$ cat src/rtl/nearest_hit_pkg.sv
// Shared types and constants for the nearest-hit selector that follows the
// fixed-point divider in the ray/triangle intersection path.
package nearest_hit_pkg;

    typedef enum logic [0:0] {
        ACCUM = 1'b0,
        EMIT  = 1'b1
    } state_t;

    localparam int unsigned D_WIDTH_DEF   = 32;
    localparam int unsigned IDX_WIDTH_DEF = 4;

    typedef struct packed {
        logic signed [D_WIDTH_DEF-1:0]   t;
        logic        [IDX_WIDTH_DEF-1:0] idx;
        logic                            hit;
    } hit_t;

    // Largest positive signed value of the given width: the divider's miss sentinel.
    function automatic logic [63:0] t_miss(input int unsigned width);
        t_miss = (64'd1 << (width - 32'd1)) - 64'd1;
    endfunction

endpackage

$ cat src/rtl/t_compare.sv
// Classifies one divider result as a hit and compares it against the current best.
module t_compare
    import nearest_hit_pkg::*;
#(
    parameter int D_WIDTH = 32
) (
    input  logic signed [D_WIDTH-1:0] t,
    input  logic signed [D_WIDTH-1:0] best_t,
    output logic                      valid,
    output logic                      better
);

    localparam logic signed [D_WIDTH-1:0] T_MISS = D_WIDTH'(t_miss(D_WIDTH));
    localparam logic signed [D_WIDTH-1:0] T_ZERO = {D_WIDTH{1'b0}};

    // Signed hit test and strict less-than so ties keep the earlier triangle.
    always_comb begin
        valid  = 1'b0;
        better = 1'b0;
        if ((t > T_ZERO) && (t != T_MISS)) begin
            valid = 1'b1;
        end else begin
            valid = 1'b0;
        end
        if (t < best_t) begin
            better = 1'b1;
        end else begin
            better = 1'b0;
        end
    end

endmodule

$ cat src/rtl/nearest_hit.sv
// Pops NUM_TRI hit distances per ray from the divider FIFO and writes the
// nearest valid one (with its triangle index) to the shading FIFO.
module nearest_hit
    import nearest_hit_pkg::*;
#(
    parameter int D_WIDTH   = 32,
    parameter int Q_BITS    = 10,
    parameter int NUM_TRI   = 16,
    parameter int IDX_WIDTH = $clog2(NUM_TRI)
) (
    input  logic                        clock,
    input  logic                        reset,
    input  logic                        in_empty,
    output logic                        in_rd_en,
    input  logic signed [D_WIDTH-1:0]   in_dout,
    input  logic                        out_full,
    output logic                        out_wr_en,
    output logic signed [D_WIDTH-1:0]   out_t,
    output logic        [IDX_WIDTH-1:0] out_idx,
    output logic                        out_hit
);

    localparam logic signed [D_WIDTH-1:0] T_MISS   = D_WIDTH'(t_miss(D_WIDTH));
    localparam logic [IDX_WIDTH-1:0]      LAST_IDX = IDX_WIDTH'(NUM_TRI - 1);
    localparam logic [IDX_WIDTH-1:0]      CNT_ONE  = IDX_WIDTH'(1);

    if ((NUM_TRI < 2) || (Q_BITS >= D_WIDTH)) begin : g_param_check
        $error("nearest_hit: NUM_TRI must be >= 2 and Q_BITS < D_WIDTH");
    end

    state_t                      state_r;
    logic        [IDX_WIDTH-1:0] cnt_r;
    logic signed [D_WIDTH-1:0]   best_t_r;
    logic        [IDX_WIDTH-1:0] best_idx_r;
    logic                        best_hit_r;

    logic                        valid_s;
    logic                        better_s;
    logic signed [D_WIDTH-1:0]   nxt_t_s;
    logic        [IDX_WIDTH-1:0] nxt_idx_s;
    logic                        nxt_hit_s;

    t_compare #(
        .D_WIDTH (D_WIDTH)
    ) u_t_compare (
        .t      (in_dout),
        .best_t (best_t_r),
        .valid  (valid_s),
        .better (better_s)
    );

    // FIFO strobes, held off while reset is asserted.
    always_comb begin
        in_rd_en  = 1'b0;
        out_wr_en = 1'b0;
        case (state_r)
            ACCUM:   in_rd_en  = reset & ~in_empty;
            EMIT:    out_wr_en = reset & ~out_full;
            default: begin
                in_rd_en  = 1'b0;
                out_wr_en = 1'b0;
            end
        endcase
    end

    // Running best including the value currently at the FIFO head.
    always_comb begin
        nxt_t_s   = best_t_r;
        nxt_idx_s = best_idx_r;
        nxt_hit_s = best_hit_r;
        if (valid_s && better_s) begin
            nxt_t_s   = in_dout;
            nxt_idx_s = cnt_r;
            nxt_hit_s = 1'b1;
        end else begin
            nxt_t_s   = best_t_r;
            nxt_idx_s = best_idx_r;
            nxt_hit_s = best_hit_r;
        end
    end

    // FSM, triangle counter, running best and registered result.
    always_ff @(posedge clock) begin
        if (!reset) begin
            state_r    <= ACCUM;
            cnt_r      <= {IDX_WIDTH{1'b0}};
            best_t_r   <= T_MISS;
            best_idx_r <= {IDX_WIDTH{1'b0}};
            best_hit_r <= 1'b0;
            out_t      <= {D_WIDTH{1'b0}};
            out_idx    <= {IDX_WIDTH{1'b0}};
            out_hit    <= 1'b0;
        end else begin
            case (state_r)
                ACCUM: begin
                    if (in_rd_en) begin
                        if (cnt_r == LAST_IDX) begin
                            out_t      <= nxt_t_s;
                            out_idx    <= nxt_idx_s;
                            out_hit    <= nxt_hit_s;
                            cnt_r      <= {IDX_WIDTH{1'b0}};
                            best_t_r   <= T_MISS;
                            best_idx_r <= {IDX_WIDTH{1'b0}};
                            best_hit_r <= 1'b0;
                            state_r    <= EMIT;
                        end else begin
                            cnt_r      <= cnt_r + CNT_ONE;
                            best_t_r   <= nxt_t_s;
                            best_idx_r <= nxt_idx_s;
                            best_hit_r <= nxt_hit_s;
                        end
                    end else begin
                        cnt_r <= cnt_r;
                    end
                end
                EMIT: begin
                    if (out_wr_en) begin
                        state_r <= ACCUM;
                    end else begin
                        state_r <= EMIT;
                    end
                end
                default: state_r <= ACCUM;
            endcase
        end
    end

endmodule

$ cat config.mk
export PLATFORM = sky130hd
export DESIGN_NAME = nearest_hit
export DESIGN_NICKNAME = d
export VERILOG_FILES = /design/src/rtl/nearest_hit_pkg.sv /design/src/rtl/t_compare.sv /design/src/rtl/nearest_hit.sv
export SDC_FILE = /design/constraint.sdc
export NUM_CORES = 1
export LEC_CHECK = 0
export BUFFER_PORTS_ARGS = -buffer_cell sky130_fd_sc_hd__buf_2
export CORE_ASPECT_RATIO = 0.9
export CORE_MARGIN = 4
export CORE_UTILIZATION = 45
export DETAILED_ROUTE_END_ITERATION = 7
export GPL_ROUTABILITY_DRIVEN = 0
export GPL_TIMING_DRIVEN = 0
export PLACE_DENSITY = 0.66
export SLEW_MARGIN = 20
export SYNTH_ARGS = -nofsm -noshare
export SYNTH_HDL_FRONTEND = slang
export SYNTH_SLANG_ARGS = --single-unit
$ cat constraint.sdc
create_clock -name clock -period 5.1 [get_ports clock]
set_input_delay 1.275 -clock clock [delete_from_list [all_inputs] [get_ports clock]]
set_output_delay 1.275 -clock clock [all_outputs]
set_load 0.01 [all_outputs]
==> out/metrics.yaml <==
dpl-instance-area_um2: 5240
outcome: "finished clean"
slew_headroom_pct: 37.3
nets: 744
cts_setup_buffers: 0
area_delta_synth_final_pct: 18.1
cts_tree: "yes"
route.detailed.drc: 0
ant_nets: 0
synth-main-ff-cell: "dfxtp_1"
p_leak_nw: 2.45
crit_fanout: 10
clkSinkCount: 79
dr.first_iter.drc_count: 480
rows: 35
yosys.area_share.simple_pct: 29.7
p_int_mw: 1.15
timing.max_cap.violations: 0
netlist_area_um2: 4720
utilization_pct: 54.3
antenna_found_initial: 0
p_total_mw: 1.54
synth_xor_area_share_pct: 0.371
fillers: 988
cts_buffer_depth: 2
cp_num_buf_inv: 3
grt_pass1_vias: 4853
synth_top_family_by_area: "simple AND/OR/NAND/NOR gates"
arrival_ps: 3920
cts_root_buffer: "clkbuf_16"
power_density_nw_per_um2: 276
initial_utilization_pct: 46.0
post_synth_num_cell_types: 39
clock_skew_ps: 8.33
hold_depth: 2
period_minus_slack_ps: 3650
swShare_pct: 25.5
gr-total-overflow: 0
synth_cells: 592
finalHoldViolCount: 0
dp_hpwl_um: 11000
setup_viol: 0
h-tree-depth: 3
synth_edf_count: 0
post_drt_via_cell_ratio: 6.25
synth-adder-area-share_pct: 8.49
fp.dieArea_um2: 12200
grt_first_pass_wirelength_um: 24400
portBuffers: 73
ys_seq_area_share_pct: 33.5
synthArstFlopShare_pct: 0
cp-start-kind: "input port"
slew_viol_final: 0
ios: 75
tns_ps: 0
synth.area.mux_share_pct: 0
comb_power_share_pct: 12.6
synth_area_leaders: "dfxtp_1 (34%), nand3_1 (11%), ha_1 (8.5%), a32oi_1 (6.3%), nand4b_1 (6.3%)"
clockPowerShare_pct: 45.9
synth_seq_cells: 79
vdd_ir_drop_max_mv: 0.220
synth_warnings: 0
synth_compound_area_share_pct: 19.7
cp.required_ps: 5370
dieHeight_um: 105
cts_resized: 0
vias: 5061
worst_slew_pin_slew_ps: 933
wl_per_cell_um: 18.6
synth_area_leader_cell: "dfxtp_1"
criticalPathCategory: "in2reg"
r2r_cells: 11
max_stage_delay_ps: 520
critical-path-top-delay-family: "simple AND/OR/NAND/NOR gates"
coreArea_um2: 10200
fin_area_um2: 5570
avgSynthCellArea_um2: 7.97
path_cells: "buf_2, ha_1, nand4_1, nor4_1, nand2_1, a31oi_1, o31a_1, buf_2, clkbuf_1, nand3_1, nand3_1"
cp-end-kind: "flip-flop"
insertedDiodeCount: 0
post-route-period-util_pct: 71.5
wl_um: 15100
grt_usage_pct: 24.9
insertion_delay_ps: 340
p_switching_mw: 0.392
min_path_type: "reg2reg"
power_frac_seq_pct: 41.6
grt_max_degree: 13
path_clk_slew_ps: 60
drtPass1Iterations: 5
drive_above_1_share_pct: 15.1
max_freq_mhz: 274
grt_setup_unrepaired: "false"
hold_buffers: 0
yosysTopAreaCellShare_pct: 33.5
die_x_um: 116
cts_made_buffers: 9
synth_nets: 660
critPathSlowestCell: "clkbuf_1"
crit_cells: 11
power by group through the flow:
stage	combinational [mW]	sequential (mW)	clock, mW
6_report	0.193	0.639	0.705
3_3_place_gp	0.184	0.652	0
3_5_place_dp	0.189	0.652	0
2_1_floorplan	0.114	0.649	0
5_1_grt	0.213	0.640	0.741
4_1_cts	0.190	0.638	0.714
through the flow:
step | hold slack (ps) | setup slack (ps) | cells
4_1_cts | 472 | 1510 | 810
3_3_place_gp | 459 | 1220 | 794
3_5_place_dp | 463 | 1170 | 794
2_1_floorplan | 440 | 1810 | 592
6_report | 466 | 1450 | 810
5_1_grt | 498 | 1330 | 810
cells by family (layout without fill, tap and decap cells):
logic type,after synthesis,count (layout)
DFF,79,79
buffers and inverters,92,181
xor gates and xnor gates,2,2
and+or+nand+nor,247,247
adders and majority gates,32,32
AOI/OAI and AO/OA,140,140
layer usage:
| metal | up-vias | track usage, % | part of all wire [%] |
|---|---|---|---|
| li1 | 2421 | - | - |
| met1 | 2425 | 34.5 | 45 |
| met2 | 196 | 38.7 | 47 |
| met3 | 19 | 5.15 | 7.2 |
| met4 | 0 | 7.21 | 1.2 |
| met5 | - | 0 | 0 |
placed cells by master, fill, tap and decap left out, types with 5 or more instances in the layout:
cell | netlist | layout
nand3_1 | 106 | 106
buf_2 | 10 | 83
dfxtp_1 | 79 | 79
clkbuf_1 | 40 | 42
nand4b_1 | 34 | 34
a32oi_1 | 34 | 34
inv_1 | 33 | 33
o21ai_0 | 33 | 33
a31oi_1 | 33 | 33
or3_1 | 33 | 33
ha_1 | 32 | 32
nand2_1 | 28 | 28
a21oi_1 | 16 | 16
nand4_1 | 13 | 13
nor2_1 | 12 | 12
clkbuf_16 | 0 | 9
nor4_1 | 8 | 8
o31a_1 | 5 | 5
o21ai_1 | 5 | 5
worst paths after layout:
check	start	to	slack, ps
min	state_r$_SDFF_PN0_	state_r$_SDFF_PN0_	470
max reg2reg	best_t_r[30]$_SDFFE_PN1P_	out_t[13]$_SDFFE_PN0P_	2100
min reg2reg	state_r$_SDFF_PN0_	state_r$_SDFF_PN0_	470
max	in_dout[31]	out_t[13]$_SDFFE_PN0P_	1450
synth_stat cells, drive strengths merged (8+ instances only):
cell	instances
nand3	106
o21ai	38
a32oi	34
clkbuf	40
dfxtp	79
nand2	28
inv	34
nand4	13
a31oi	33
ha	32
or3	33
nor4	8
a21oi	16
nand4b	34
nor2	12
buf	18
state kept, by name, summed over array words and instances, names as in the netlist:
register	count
state_r	1
cnt_r	4
out_hit	1
out_idx	4
best_t_r	32
best_hit_r	1
best_idx_r	4
out_t	32
cell type report:
type                            count  area (um2)  share of cell area (%)
Buffer                             58         260                    4.67
Clock buffer                       13         260                    4.67
Clock inverter                      3        65.1                    1.17
Inverter                           34         128                    2.29
Multi-Input combinational cell    421        2750                    49.3
Sequential cell                    79        1580                    28.4
Tap cell                          129         161                    2.90
Timing Repair Buffer               73         365                    6.56
tightest hold or removal path: stages, from the launching register on:
cell and delay [ps]:
dfxtp_1 320, nand3_1 60, nand2_1 40
Power figures use the tool's default switching activity.
